$ cat config.mk
export PLATFORM = sky130hd
export DESIGN_NAME = exu_pipe
export DESIGN_NICKNAME = d
export VERILOG_FILES = /design/src/rtl/exu_pkg.sv /design/src/rtl/exu_alu.sv /design/src/rtl/exu_pipe.sv
export SDC_FILE = /design/constraint.sdc
export NUM_CORES = 2
export LEC_CHECK = 0
export CAP_MARGIN = 15
export CELL_PAD_IN_SITES_DETAIL_PLACEMENT = 1
export CELL_PAD_IN_SITES_GLOBAL_PLACEMENT = 1
export CORE_MARGIN = 5
export CORE_UTILIZATION = 41
export CTS_BUF_LIST = sky130_fd_sc_hd__clkbuf_4
export DETAILED_ROUTE_END_ITERATION = 10
export PLACE_DENSITY_LB_ADDON = 0.12
export SYNTH_ARGS = -nofsm -noshare
export SYNTH_HDL_FRONTEND = slang
export SYNTH_SLANG_ARGS = --single-unit
$ cat constraint.sdc
create_clock -name clk -period 7.2 [get_ports clk]
set_clock_uncertainty 0.15 [all_clocks]
set_input_delay 1.44 -clock clk [delete_from_list [all_inputs] [get_ports clk]]
set_output_delay 1.44 -clock clk [all_outputs]
set_load 0.02 [all_outputs]
$ cat src/rtl/exu_pkg.sv
// ============================================================================
// Module   : exu_pkg
// Brief    : Shared encodings for the execute pipe (special-inst and ALU ops).
// Revision : 1.0 - initial release
// ============================================================================
`default_nettype none

package exu_pkg;

    localparam int SPEC_W  = 3;
    localparam int ALUOP_W = 4;

    typedef enum logic [SPEC_W-1:0] {
        SPEC_NONE  = 3'd0,
        SPEC_JAL   = 3'd1,
        SPEC_JALR  = 3'd2,
        SPEC_AUIPC = 3'd3,
        SPEC_LUI   = 3'd4,
        SPEC_STORE = 3'd5
    } spec_e;

    typedef enum logic [ALUOP_W-1:0] {
        ALU_ADD   = 4'd0,
        ALU_SUB   = 4'd1,
        ALU_SLL   = 4'd2,
        ALU_SLT   = 4'd3,
        ALU_SLTU  = 4'd4,
        ALU_XOR   = 4'd5,
        ALU_SRL   = 4'd6,
        ALU_SRA   = 4'd7,
        ALU_OR    = 4'd8,
        ALU_AND   = 4'd9,
        ALU_PASSB = 4'd10
    } aluop_e;

endpackage

`default_nettype wire

$ cat src/rtl/exu_alu.sv
// ============================================================================
// Module   : exu_alu
// Brief    : Combinational ALU with RV64 word variants for ADD/SUB/shifts.
// Revision : 1.0 - initial release
// ============================================================================
`default_nettype none

module exu_alu
    import exu_pkg::*;
#(
    parameter int DATA_WIDTH = 64
) (
    input  logic [DATA_WIDTH-1:0] a_i,
    input  logic [DATA_WIDTH-1:0] b_i,
    input  logic [ALUOP_W-1:0]    aluop_i,
    input  logic                  word_i,
    output logic [DATA_WIDTH-1:0] result_o
);

    logic [5:0]            w_shamt;
    logic [4:0]            w_shamt_w;
    logic [31:0]           w_a32;
    logic [31:0]           w_b32;
    logic [31:0]           w_res32;
    logic [DATA_WIDTH-1:0] w_res_full;
    logic                  w_use_word;

    always_comb begin
        w_shamt    = b_i[5:0];
        w_shamt_w  = b_i[4:0];
        w_a32      = a_i[31:0];
        w_b32      = b_i[31:0];
        w_res_full = '0;
        w_res32    = '0;
        w_use_word = 1'b0;
        case (aluop_i)
            ALU_ADD: begin
                w_res_full = a_i + b_i;
                w_res32    = w_a32 + w_b32;
                w_use_word = word_i;
            end
            ALU_SUB: begin
                w_res_full = a_i - b_i;
                w_res32    = w_a32 - w_b32;
                w_use_word = word_i;
            end
            ALU_SLL: begin
                w_res_full = a_i << w_shamt;
                w_res32    = w_a32 << w_shamt_w;
                w_use_word = word_i;
            end
            ALU_SLT:   w_res_full = {{(DATA_WIDTH-1){1'b0}}, ($signed(a_i) < $signed(b_i))};
            ALU_SLTU:  w_res_full = {{(DATA_WIDTH-1){1'b0}}, (a_i < b_i)};
            ALU_XOR:   w_res_full = a_i ^ b_i;
            ALU_SRL: begin
                w_res_full = a_i >> w_shamt;
                w_res32    = w_a32 >> w_shamt_w;
                w_use_word = word_i;
            end
            ALU_SRA: begin
                w_res_full = $unsigned($signed(a_i) >>> w_shamt);
                w_res32    = $unsigned($signed(w_a32) >>> w_shamt_w);
                w_use_word = word_i;
            end
            ALU_OR:    w_res_full = a_i | b_i;
            ALU_AND:   w_res_full = a_i & b_i;
            ALU_PASSB: w_res_full = b_i;
            default:   w_res_full = '0;
        endcase
    end

    // Word results are sign-extended from bit 31 by the signed size cast.
    assign result_o = w_use_word ? DATA_WIDTH'($signed(w_res32)) : w_res_full;

endmodule

`default_nettype wire

$ cat src/rtl/exu_pipe.sv
// ============================================================================
// Module   : exu_pipe
// Brief    : Two-stage execute pipe: operand select/bypass (S1), ALU (S2),
//            valid/ready handshake on both sides.
// Options  : EXU_BYPASS_EN - enables forwarding from the byp_* channels.
// Revision : 1.0 - initial release
// ============================================================================
`default_nettype none

module exu_pipe
    import exu_pkg::*;
#(
    parameter int DATA_WIDTH = 64,
    parameter int NUM_BYPASS = 2,
    parameter int REG_IDX_W  = 5
) (
    input  logic                             clk,
    input  logic                             rst,
    input  logic                             in_valid_i,
    output logic                             in_ready_o,
    input  logic                             ers1_i,
    input  logic                             ers2_i,
    input  logic [SPEC_W-1:0]                specinst_i,
    input  logic [ALUOP_W-1:0]               aluop_i,
    input  logic                             word_i,
    input  logic [REG_IDX_W-1:0]             rs1_idx_i,
    input  logic [REG_IDX_W-1:0]             rs2_idx_i,
    input  logic [DATA_WIDTH-1:0]            rs1_i,
    input  logic [DATA_WIDTH-1:0]            rs2_i,
    input  logic [DATA_WIDTH-1:0]            pc_i,
    input  logic [DATA_WIDTH-1:0]            imme_i,
    input  logic [NUM_BYPASS-1:0]            byp_valid_i,
    input  logic [NUM_BYPASS*REG_IDX_W-1:0]  byp_rd_i,
    input  logic [NUM_BYPASS*DATA_WIDTH-1:0] byp_data_i,
    output logic                             out_valid_o,
    input  logic                             out_ready_i,
    output logic [DATA_WIDTH-1:0]            result_o,
    output logic [DATA_WIDTH-1:0]            store_data_o
);

    logic [DATA_WIDTH-1:0] w_rs1_eff, w_rs2_eff;
    logic [DATA_WIDTH-1:0] a_d, b_d, st_d, w_alu_res;
    logic                  w_s2_adv, w_s1_adv, w_accept;

    logic                  s1_valid_q, s2_valid_q;
    logic [DATA_WIDTH-1:0] s1_a_q, s1_b_q, s1_st_q;
    logic [ALUOP_W-1:0]    s1_op_q;
    logic                  s1_word_q;
    logic [DATA_WIDTH-1:0] result_q, store_q;

`ifdef EXU_BYPASS_EN
    // Walk channels high to low so the lowest-numbered match wins.
    always_comb begin
        w_rs1_eff = rs1_i;
        w_rs2_eff = rs2_i;
        for (int k = NUM_BYPASS - 1; k >= 0; k--) begin
            if (byp_valid_i[k] && (byp_rd_i[k*REG_IDX_W +: REG_IDX_W] == rs1_idx_i) &&
                (rs1_idx_i != '0))
                w_rs1_eff = byp_data_i[k*DATA_WIDTH +: DATA_WIDTH];
            if (byp_valid_i[k] && (byp_rd_i[k*REG_IDX_W +: REG_IDX_W] == rs2_idx_i) &&
                (rs2_idx_i != '0))
                w_rs2_eff = byp_data_i[k*DATA_WIDTH +: DATA_WIDTH];
        end
    end
`else
    logic w_unused_byp;
    assign w_unused_byp = ^{byp_valid_i, byp_rd_i, byp_data_i, rs1_idx_i, rs2_idx_i};
    assign w_rs1_eff    = rs1_i;
    assign w_rs2_eff    = rs2_i;
`endif

    always_comb begin
        if (ers1_i)
            a_d = w_rs1_eff;
        else if (specinst_i == SPEC_JAL || specinst_i == SPEC_JALR || specinst_i == SPEC_AUIPC)
            a_d = pc_i;
        else
            a_d = '0;

        if (ers2_i)
            b_d = (specinst_i == SPEC_STORE) ? imme_i : w_rs2_eff;
        else if (specinst_i == SPEC_LUI)
            b_d = imme_i;
        else if (specinst_i == SPEC_JAL || specinst_i == SPEC_JALR)
            b_d = DATA_WIDTH'(4);
        else
            b_d = imme_i;

        st_d = (specinst_i == SPEC_STORE) ? w_rs2_eff : '0;
    end

    assign w_s2_adv   = !s2_valid_q || out_ready_i;
    assign w_s1_adv   = s1_valid_q && w_s2_adv;
    assign in_ready_o = !s1_valid_q || w_s2_adv;
    assign w_accept   = in_valid_i && in_ready_o;

    exu_alu #(
        .DATA_WIDTH (DATA_WIDTH)
    ) u_alu (
        .a_i      (s1_a_q),
        .b_i      (s1_b_q),
        .aluop_i  (s1_op_q),
        .word_i   (s1_word_q),
        .result_o (w_alu_res)
    );

    always_ff @(posedge clk) begin
        if (rst) begin
            s1_valid_q <= 1'b0;
            s1_a_q     <= '0;
            s1_b_q     <= '0;
            s1_st_q    <= '0;
            s1_op_q    <= '0;
            s1_word_q  <= 1'b0;
            s2_valid_q <= 1'b0;
            result_q   <= '0;
            store_q    <= '0;
        end else begin
            if (w_accept) begin
                s1_valid_q <= 1'b1;
                s1_a_q     <= a_d;
                s1_b_q     <= b_d;
                s1_st_q    <= st_d;
                s1_op_q    <= aluop_i;
                s1_word_q  <= word_i;
            end else if (w_s1_adv) begin
                s1_valid_q <= 1'b0;
            end

            // Output registers only load on a real S1->S2 transfer, so they
            // hold the last result while stalled or idle.
            if (w_s2_adv) begin
                s2_valid_q <= s1_valid_q;
                if (s1_valid_q) begin
                    result_q <= w_alu_res;
                    store_q  <= s1_st_q;
                end
            end
        end
    end

    assign out_valid_o  = s2_valid_q;
    assign result_o     = result_q;
    assign store_data_o = store_q;

endmodule

`default_nettype wire

==> impl_metrics.tcl <==
set metrics [dict create \
    n_fill_cell 11100 \
    power.total_mw 7.68 \
    final.setup.tns_ns 0 \
    post-route-period-util 0.901 \
    critical_path.max_fanout 30 \
    cts_buffer_depth 3 \
    worst_ep_arrival_time_ns 7.22 \
    setup_viol 0 \
    clk_latency_ns 1.06 \
    status "finished, final reports clean" \
    syn_inst 5121 \
    cts_hold_buf 0 \
    synthDistinctLibCells 84 \
    final.min_clock_period_ns 6.49 \
    antenna_found_initial 20 \
    cp_top_family "simple AND/OR/NAND/NOR gates" \
    cts_max_level 3 \
    coreArea_sq_um 88200 \
    viasPerCell 6.94 \
    synth.area.top_cells "dfxtp_1 18%, nand2_1 8.0%, ha_1 7.7%" \
    fin_cells 6565 \
    slew_violations 0 \
    synth_seq_cells 327 \
    synth_seq_area_share 0.180 \
    detail-route-antenna-nets 0 \
    wl_per_cell_um 33.7 \
    rsz0062_at_grt "false" \
    die_y_um 308 \
    grt_pass1_wl_mm 314 \
    dr.pass1.iters 6 \
    worstSetupPathType "reg2reg" \
    globalplace.congestion 1.06 \
    grt_pass1_vias 44600 \
    root_buffer "clkbuf_4" \
    end_kind "flop" \
    cp_slowest_cell "nand2b_1" \
    cts_inserted_buffers 96 \
    yosys_warnings 0 \
    slew_headroom 0.117 \
    synth_top_area_cell "dfxtp_1" \
    worst_setup_path_start_kind "flop" \
    p_leak_nw 15.8 \
    path_cells "nand2b_1 > or2_2 > buf_4 > o21ai_0 > xnor2_1 > ha_1 > nand4_1 > or3_1 > o221ai_1 > o211ai_1 > a21oi_1 > o2bb2ai_1 > a211o_1 > or4_1 > a311oi_1 > nor3_1" \
    finalHoldViolCount 0 \
    cts_tree "built" \
    rows 109 \
    synth_area_sq_um 36300 \
    post_cts_buffers 0 \
    clock_sinks 327 \
    die_area_sq_um 94700 \
    die_x_um 308 \
    min_path_type "reg2reg" \
    synth-async-reset-ratio 0 \
    portBuffers 399 \
    irDropWorstVdd_mv 0.137 \
    crit_buf_inv 1 \
    gr-usage-all-layers 0.442 \
    synth_ff_type "dfxtp_1" \
    critPathMaxStageDelay_ns 0.70 \
    power.density_nw_per_um2 180 \
    grt_max_degree 171 \
    synth-edff-count 0 \
    drc 0 \
    dp_hpwl_mm 167 \
    drive_gt1_frac 0.0974 \
    area_growth_pct 17.2 \
    tightest_slew_ns 1.31 \
    start_util 0.412 \
    wirelength_mm 221 \
    io_pins 550 \
    vias 45600 \
    clock.fmax_mhz 154 \
    cts_resized 0 \
    cp_data_required_time_ns 7.94 \
    synth_nets 5768 \
    drtIter0Drc 5280 \
    dpl.cell_count 6387 \
    maxCapViolations 0 \
    synth_top_area_frac 0.180 \
    grt.overflow.total 0 \
    syn_avg_cell_area_sq_um 7.09 \
    clkTransAtPathRegs_ns 0.07 \
    fin_nets 5967 \
]
## final cells by class
cell class | count | area, sq um | area share
clock buffer | 140 | 1050 | 0.0247
clock inverter | 18 | 139 | 0.00326
timing repair buffer | 547 | 5150 | 0.121
tap | 1165 | 1460 | 0.0342
inverter | 222 | 838 | 0.0197
antenna | 20 | 50.0 | 0.00118
sequential | 327 | 6570 | 0.154
multi-input combinational | 4126 | 27300 | 0.642
## cell usage in the layout, fill, tap and decap left out, types with 42 or more instances in the layout
cell type / n
a221oi_1: 169
xnor2_1: 58
nand2_1: 774
nor2_1: 530
ha_1: 224
a21oi_1: 490
nor3_1: 90
o211ai_1: 55
mux2i_1: 102
a31oi_1: 53
a211oi_1: 218
buf_4: 144
o21ai_0: 329
dfxtp_1: 321
a21o_1: 59
clkbuf_4: 140
a22oi_1: 42
mux4_2: 122
clkdlybuf4s50_1: 396
o22ai_1: 50
inv_1: 212
nand3_1: 125
## per-layer routing
| layer | vias to the layer above | part of all wire | track usage |
|---|---|---|---|
| li1 | 19400 | - | - |
| met1 | 22500 | 0.38 | 0.541 |
| met2 | 2851 | 0.43 | 0.672 |
| met3 | 817 | 0.11 | 0.128 |
| met4 | 6 | 0.085 | 0.300 |
| met5 | - | 0.00015 | 0 |
## synth_stat cells, types with 38 or more instances
master and count:
buf_1 63, nand2_1 776, xnor2_1 58, mux2i_1 102, ha_1 224, a221oi_1 169, clkbuf_1 344, nor2_1 535
o21ai_0 329, o22ai_1 50, o211ai_1 55, mux4_2 122, nand3_1 125, a21o_1 59, a211oi_1 219, a22oi_1 42
o21bai_1 39, dfxtp_1 327, buf_2 38, inv_1 214, nor4_1 38, nor3_1 93, a21oi_1 490, a31oi_1 53
## cell families after synthesis
kind of cell | Yosys count | share of synthesized area
fa+ha+maj | 227 | 0.0788
compound gates | 1819 | 0.333
flops | 327 | 0.180
buf+inv | 668 | 0.0705
simple gates | 1753 | 0.205
mux | 256 | 0.115
xor+xnor | 71 | 0.0171
## worst paths after layout
check               from               end  slack (ns)  cells past startpoint
max           s1_op_q[3]      result_o[53]        0.71                     16
min          s1_st_q[26]  store_data_o[26]        0.30                      2
max reg2reg   s1_op_q[3]      result_o[53]        0.71                     16
min reg2reg  s1_st_q[26]  store_data_o[26]        0.30                      2
## state kept, by name, indices dropped and copies added (netlist names)
register / cells
s1_st_q: 64
store_data_o: 64
s1_op_q: 4
out_valid_o: 1
s1_a_q: 64
s1_valid_q: 1
s1_b_q: 64
result_o: 64
s1_word_q: 1
## worst register-to-register path, cell delays in order, from the launching register on
cell,delay [ns]
dfxtp_1,0.32
nand2b_1,0.70
or2_2,0.59
buf_4,0.45
o21ai_0,0.19
xnor2_1,0.17
ha_1,0.39
nand4_1,0.17
or3_1,0.40
o221ai_1,0.39
o211ai_1,0.23
a21oi_1,0.31
o2bb2ai_1,0.21
a211o_1,0.59
or4_1,0.63
a311oi_1,0.34
nor3_1,0.09
## report_power, final
group / internal (mW) / switching (mW) / total [mW]
logic: 1.24 / 2.44 / 3.68
clock network: 0.928 / 0.983 / 1.91
registers: 1.90 / 0.189 / 2.09
total: 4.07 / 3.62 / 7.68
## metrics by stage
step / hold WS [ns] / util / cell area (sq um) / worst slack [ns]
after floorplan: 0.282 / - / 36300 / 1.82
after global placement: 0.287 / 0.468 / 41300 / 1.02
after detailed placement: 0.295 / 0.468 / 41300 / 0.960
after CTS: 0.285 / 0.482 / 42500 / 0.938
after global routing: 0.316 / 0.482 / 42500 / 0.610
final: 0.296 / 0.482 / 42600 / 0.714
(Power assumes the default switching activity.)
